### src/rtl/mem_port_arbiter.sv
// mem_port_arbiter
// Shares a single-port data memory between two requesters (0: pipeline MEM
// stage, 1: loader/debug/DMA) with round-robin fairness. Every access runs as
// a fixed IDLE -> SERVE -> ACK sequence, and addresses are range/alignment
// checked before they are allowed to reach the memory.
//
// Ports:
//   clk, rst                  clock, asynchronous active-low reset
//   rN_read/rN_write (N=0,1)  level request, held until rN_ack
//   rN_addr, rN_wdata         byte address and write data
//   rN_ack, rN_err            one-cycle completion pulse, rejected-access flag
//   rN_rdata                  read data, held until the next ack to N
//   mem_read/mem_write        memory strobes (high only in SERVE)
//   mem_address, mem_data     memory address and write data
//   mem_result                memory read data
//   busy                      high in SERVE and ACK
//   cnt0, cnt1                saturating per-requester ack counters
module mem_port_arbiter #(
  parameter logic [31:0] BASE_ADDR = 32'd1024,
  parameter int unsigned MEM_WORDS = 65536,
  parameter int unsigned CNT_W     = 16
) (
  input  logic             clk,
  input  logic             rst,
  input  logic             r0_read,
  input  logic             r0_write,
  input  logic [31:0]      r0_addr,
  input  logic [31:0]      r0_wdata,
  output logic             r0_ack,
  output logic             r0_err,
  output logic [31:0]      r0_rdata,
  input  logic             r1_read,
  input  logic             r1_write,
  input  logic [31:0]      r1_addr,
  input  logic [31:0]      r1_wdata,
  output logic             r1_ack,
  output logic             r1_err,
  output logic [31:0]      r1_rdata,
  output logic             mem_read,
  output logic             mem_write,
  output logic [31:0]      mem_address,
  output logic [31:0]      mem_data,
  input  logic [31:0]      mem_result,
  output logic             busy,
  output logic [CNT_W-1:0] cnt0,
  output logic [CNT_W-1:0] cnt1
);

  // Byte address of the last valid word; one extra bit so the sum cannot wrap.
  localparam logic [32:0] LAST_ADDR =
    {1'b0, BASE_ADDR} + 33'(4 * MEM_WORDS) - 33'd4;
  localparam logic [CNT_W-1:0] CNT_MAX = '1;

  typedef enum logic [1:0] {
    IDLE  = 2'd0,
    SERVE = 2'd1,
    ACK   = 2'd2
  } state_e;

  state_e             state_q;
  logic               last_grant_q;
  logic               id_q;
  logic               err_q;
  logic               write_q;
  logic               mem_read_q;
  logic               mem_write_q;
  logic [31:0]        mem_address_q;
  logic [31:0]        mem_data_q;
  logic               r0_ack_q, r1_ack_q;
  logic               r0_err_q, r1_err_q;
  logic [31:0]        r0_rdata_q, r1_rdata_q;
  logic [CNT_W-1:0]   cnt0_q, cnt1_q;

  // Arbitration and checking of the request that would be granted this cycle.
  logic               req0_d, req1_d;
  logic               gid_d;
  logic               sel_read_d, sel_write_d, sel_err_d;
  logic [31:0]        sel_addr_d, sel_wdata_d;

  // NOTE: every signal gets a value on every path through this block, so no
  // latch is inferred; an if without an else here would create one.
  always_comb begin
    req0_d = r0_read | r0_write;
    req1_d = r1_read | r1_write;
    // On a tie the requester that did not win last time goes first.
    if (req0_d && req1_d) gid_d = ~last_grant_q;
    else                  gid_d = req1_d;
    sel_read_d  = gid_d ? r1_read  : r0_read;
    sel_write_d = gid_d ? r1_write : r0_write;
    sel_addr_d  = gid_d ? r1_addr  : r0_addr;
    sel_wdata_d = gid_d ? r1_wdata : r0_wdata;
    sel_err_d   = (sel_read_d & sel_write_d)
                | (sel_addr_d[1:0] != 2'b00)
                | (sel_addr_d < BASE_ADDR)
                | ({1'b0, sel_addr_d} > LAST_ADDR);
  end

  // NOTE: state is updated with non-blocking assignments so every register
  // samples the values from before the edge, independent of statement order.
  always_ff @(posedge clk or negedge rst) begin
    if (!rst) begin
      state_q       <= IDLE;
      last_grant_q  <= 1'b1;
      id_q          <= 1'b0;
      err_q         <= 1'b0;
      write_q       <= 1'b0;
      mem_read_q    <= 1'b0;
      mem_write_q   <= 1'b0;
      mem_address_q <= '0;
      mem_data_q    <= '0;
      r0_ack_q      <= 1'b0;
      r1_ack_q      <= 1'b0;
      r0_err_q      <= 1'b0;
      r1_err_q      <= 1'b0;
      r0_rdata_q    <= '0;
      r1_rdata_q    <= '0;
      cnt0_q        <= '0;
      cnt1_q        <= '0;
    end else begin
      // Ack and err are single-cycle pulses.
      r0_ack_q <= 1'b0;
      r1_ack_q <= 1'b0;
      r0_err_q <= 1'b0;
      r1_err_q <= 1'b0;
      unique case (state_q)
        IDLE: begin
          if (req0_d || req1_d) begin
            state_q       <= SERVE;
            id_q          <= gid_d;
            last_grant_q  <= gid_d;
            err_q         <= sel_err_d;
            write_q       <= sel_write_d;
            // A rejected access never drives the memory pins.
            mem_read_q    <= ~sel_err_d & sel_read_d;
            mem_write_q   <= ~sel_err_d & sel_write_d;
            mem_address_q <= sel_err_d ? '0 : sel_addr_d;
            mem_data_q    <= (~sel_err_d & sel_write_d) ? sel_wdata_d : '0;
          end
        end
        SERVE: begin
          state_q       <= ACK;
          mem_read_q    <= 1'b0;
          mem_write_q   <= 1'b0;
          mem_address_q <= '0;
          mem_data_q    <= '0;
          // Reads capture the memory result; rejected accesses return zero;
          // good writes leave the held read data alone.
          if (err_q || !write_q) begin
            if (id_q) r1_rdata_q <= err_q ? '0 : mem_result;
            else      r0_rdata_q <= err_q ? '0 : mem_result;
          end
          if (id_q) begin
            r1_ack_q <= 1'b1;
            r1_err_q <= err_q;
          end else begin
            r0_ack_q <= 1'b1;
            r0_err_q <= err_q;
          end
        end
        ACK: begin
          state_q <= IDLE;
          if (id_q) begin
            if (cnt1_q != CNT_MAX) cnt1_q <= cnt1_q + 1'b1;
          end else begin
            if (cnt0_q != CNT_MAX) cnt0_q <= cnt0_q + 1'b1;
          end
        end
        default: state_q <= IDLE;
      endcase
    end
  end

  assign r0_ack      = r0_ack_q;
  assign r1_ack      = r1_ack_q;
  assign r0_err      = r0_err_q;
  assign r1_err      = r1_err_q;
  assign r0_rdata    = r0_rdata_q;
  assign r1_rdata    = r1_rdata_q;
  assign mem_read    = mem_read_q;
  assign mem_write   = mem_write_q;
  assign mem_address = mem_address_q;
  assign mem_data    = mem_data_q;
  assign busy        = (state_q != IDLE);
  assign cnt0        = cnt0_q;
  assign cnt1        = cnt1_q;

endmodule

### config.mk
export PLATFORM = sky130hd
export DESIGN_NAME = mem_port_arbiter
export DESIGN_NICKNAME = d
export VERILOG_FILES = /design/src/rtl/mem_port_arbiter.sv
export SDC_FILE = /design/constraint.sdc
export NUM_CORES = 1
export LEC_CHECK = 0
export BUFFER_PORTS_ARGS = -buffer_cell sky130_fd_sc_hd__buf_4
export CAP_MARGIN = 15
export CORE_MARGIN = 2
export CORE_UTILIZATION = 40
export CTS_BUF_LIST = sky130_fd_sc_hd__clkbuf_16
export DETAILED_ROUTE_END_ITERATION = 10
export PLACE_DENSITY = 0.8
export RECOVER_POWER = 25
export SYNTH_ARGS = -nofsm -noshare
export SYNTH_HDL_FRONTEND = slang
export SYNTH_SLANG_ARGS = --single-unit
### constraint.sdc
create_clock -name clk -period 2.1 [get_ports clk]
set_input_delay 0.105 -clock clk [delete_from_list [all_inputs] [get_ports clk]]
set_output_delay 0.105 -clock clk [all_outputs]
set_load 0.02 [all_outputs]
==> metrics.csv <==
metric,value,unit
status,completed,
fmax,498.8,MHz
r2r-end,mem_data[0]$_DFFE_PN0P_,
cp.arrival,2340,ps
crit_buf_inv,2,
initial_core_util,0.4044,
cts.sinks,172,
dieArea,19900,µm²
critPathRequiredTime,2440,ps
rrSetupSlack,100,ps
r2r_start,last_grant_q$_DFFE_PN1P_,
tightest_slew,1178,ps
async_flop_share,1.000,
setup_viol,0,
fillers,1356,
start_kind,register,
cts_tree,yes,
min_period,2005,ps
synth-edff-count,0,
peakVddDrop,0.0006310,V
yosysUniqueCellTypes,46,
hold_class,in2reg,
dieWidth,141.1,µm
synth_seq_cells,172,
remaining_drc_errors,0,
via_count,7248,
ios,333,
vias_per_cell,5.199,
ys.flop_type,dfrtp_1,
crit_type,reg2reg,
cp_cell_sequence,o21a_1 > o211ai_1 > a22oi_2 > buf_4 > o2111ai_4 > buf_12 > o21ai_0,
gp_congestion,0.8550,
yosysMostFrequentCell,dfrtp_1,
clock_latency,430,ps
yosysTopAreaCell,dfrtp_1,
cts_max_path_buffers,2,
netlist_top_cells_area,"dfrtp_1 57%, mux2i_1 6.4%, nand2_1 6.3%",
syn_nets,851,
die_y,141.1,µm
end_kind,register,
clkTransAtPathRegs,70,ps
finalHoldViolations,0,
rows,50,
synth_area_per_cell,11.00,µm²
dp_hpwl,16320,µm
maxCapViolCount,0,
synth.yosys.seq_area_share,0.5730,
globalRouteTotalUtil,0.2601,
cts_buffers,17,
finalNonFillerCells,1394,
antenna_found_initial,0,
first_iter_violations,348,
slew_violations,0,
fin_worst_skew,14.67,ps
dr.pass1.iters,5,
root_buffer,clkbuf_16,
synth_top_area_share,0.5695,
grt_pass1_vias,7572,
syn-cell-area,7513,µm²
critPathSlowestCell,dfstp_2,
synth_common_cells,"171 x dfrtp_1, 127 x nand2_1, 72 x o21ai_0, 48 x mux2i_1, 40 x o21ai_2",
yosysWarnings,0,
core-area,18580,µm²
rsz0062_at_grt,false,
dp_cells,1233,
whs_endpoint,mem_data[0]$_DFFE_PN0P_,
port_buffers,332,
reg2reg_depth,7,
cp_max_fo,17,
hold_depth,3,
grt_overflow_total,0,
critical_path.top_delay_family,compound AO/OA/AOI/OAI gates,
max_stage_delay,610,ps
synth_cells,683,
final_nets,1315,
wirelength,26070,µm
leakagePower,6.135,nW
powerDensity,829.0,nW/µm²
finalSetupTns,0,ps
grt_pass1_wl,40280,µm
syn_to_final_growth,62.65,%
h-tree-depth,4,
max_slew_margin,0.2147,
period_share,0.9547,
drive_above_1_share,0.3805,
hp-start,r1_wdata[0],
drtAntennaViolNets,0,
routedWlPerCell,18.70,µm
grt_max_degree,69,
[cell families after synthesis]
family                   share of synthesized area
AO/OA/AOI/OAI                               0.1239
XOR/XNOR                                   0.03497
adder cells (fa/ha/maj)                   0.003330
multiplexers                               0.06694
buffers and inverters                      0.03014
AND/OR/NAND/NOR                             0.1677
flip-flops                                  0.5730
[registers in the layout, indices dropped and copies added (netlist names), 2 cells and up]
name and flops:
mem_address 32, cnt0 16, mem_data 32, state_q 2, r1_rdata 32, r0_rdata 32
cnt1 16
[tightest hold or removal path, delay by kind of cell]
kind | cells | cell delay [ps]
buffers and inverters | 1 | 80
muxes | 1 | 60
AOI/OAI and AO/OA | 1 | 180
[worst max-delay path by stage]
stage / endpoint / cells past startpoint / startpoint
4_1_cts: mem_data[0]$_DFFE_PN0P_ / 6 / last_grant_q$_DFFE_PN1P_
3_3_place_gp: mem_data[31]$_DFFE_PN0P_ / 6 / last_grant_q$_DFFE_PN1P_
2_1_floorplan: cnt1[8]$_DFFE_PN0P_ / 7 / cnt1[0]$_DFFE_PN0P_
6_report: mem_data[0]$_DFFE_PN0P_ / 7 / last_grant_q$_DFFE_PN1P_
3_5_place_dp: mem_data[0]$_DFFE_PN0P_ / 6 / last_grant_q$_DFFE_PN1P_
5_1_grt: mem_address[5]$_DFFE_PN0P_ / 6 / last_grant_q$_DFFE_PN1P_
[cells in the final DEF (no fill, tap or decap), types with 3 or more instances in the layout]
master         Yosys  layout
xor2_1             4       4
and3_1            24      24
nor2_1             4       3
nand2_1          127     125
buf_4              0     344
o21ai_2           40      40
nand3_1           15      15
xnor2_1           26      26
a21oi_1            3       3
buf_12             0       6
nor4_1             9       8
dlygate4sd3_1      0     126
nand2b_1          37      37
inv_1              6       6
and2_1             6       6
dfrtp_1          171     171
nand4_1           10      10
inv_6              0       5
mux2i_1           48      48
o21ai_0           72      71
clkbuf_16          0      18
and4_1             7       7
o21ai_1            8       9
[timing repair]
item,in CTS,in global routing
setup buffers,0,1
hold endpoints to repair,155,0
resized for setup,0,5
hold buffers,126,0
setup endpoints to repair,0,15
[routing by layer]
metal / vias to the layer above / GRT usage / wire length (µm)
met5: - / 0 / 0
met1: 3487 / 0.2993 / 9798
met2: 385 / 0.4485 / 13380
met3: 77 / 0.06997 / 1845
li1: 3299 / - / -
met4: 0 / 0.1300 / 1050
[where the power goes]
group / switching, mW / internal (mW)
clock network: 1.43 / 1.78
registers: 0.228 / 3.59
logic: 1.84 / 1.27
[metrics by stage]
stage | hold slack, ps | setup slack (ps) | power [mW] | utilization | cell area [µm²]
finish | 36.49 | 95.18 | 10.13 | 0.6577 | 12220
global route | 25.29 | 7.049 | 10.61 | 0.6576 | 12220
CTS | 0.8801 | 42.86 | 10.05 | 0.6549 | 12170
detailed placement | 57.19 | 30.72 | 6.661 | 0.5556 | 10320
global placement | 60.38 | 164.5 | 6.615 | 0.5556 | 10320
floorplan | -190.6 | 140.4 | 5.477 | - | 7513
[layout make-up]
cell class	count	area, µm²	share of cell area
inverter	6	22.52	0.001843
antenna	1	2.502	0.0002048
clock inverter	14	157.7	0.01290
clock buffer	17	425.4	0.03481
timing repair buffer	481	4014	0.3285
sequential	172	4305	0.3523
tap	234	292.8	0.02396
multi-input combinational	469	3000	0.2455
Power figures use the tool's default switching activity.
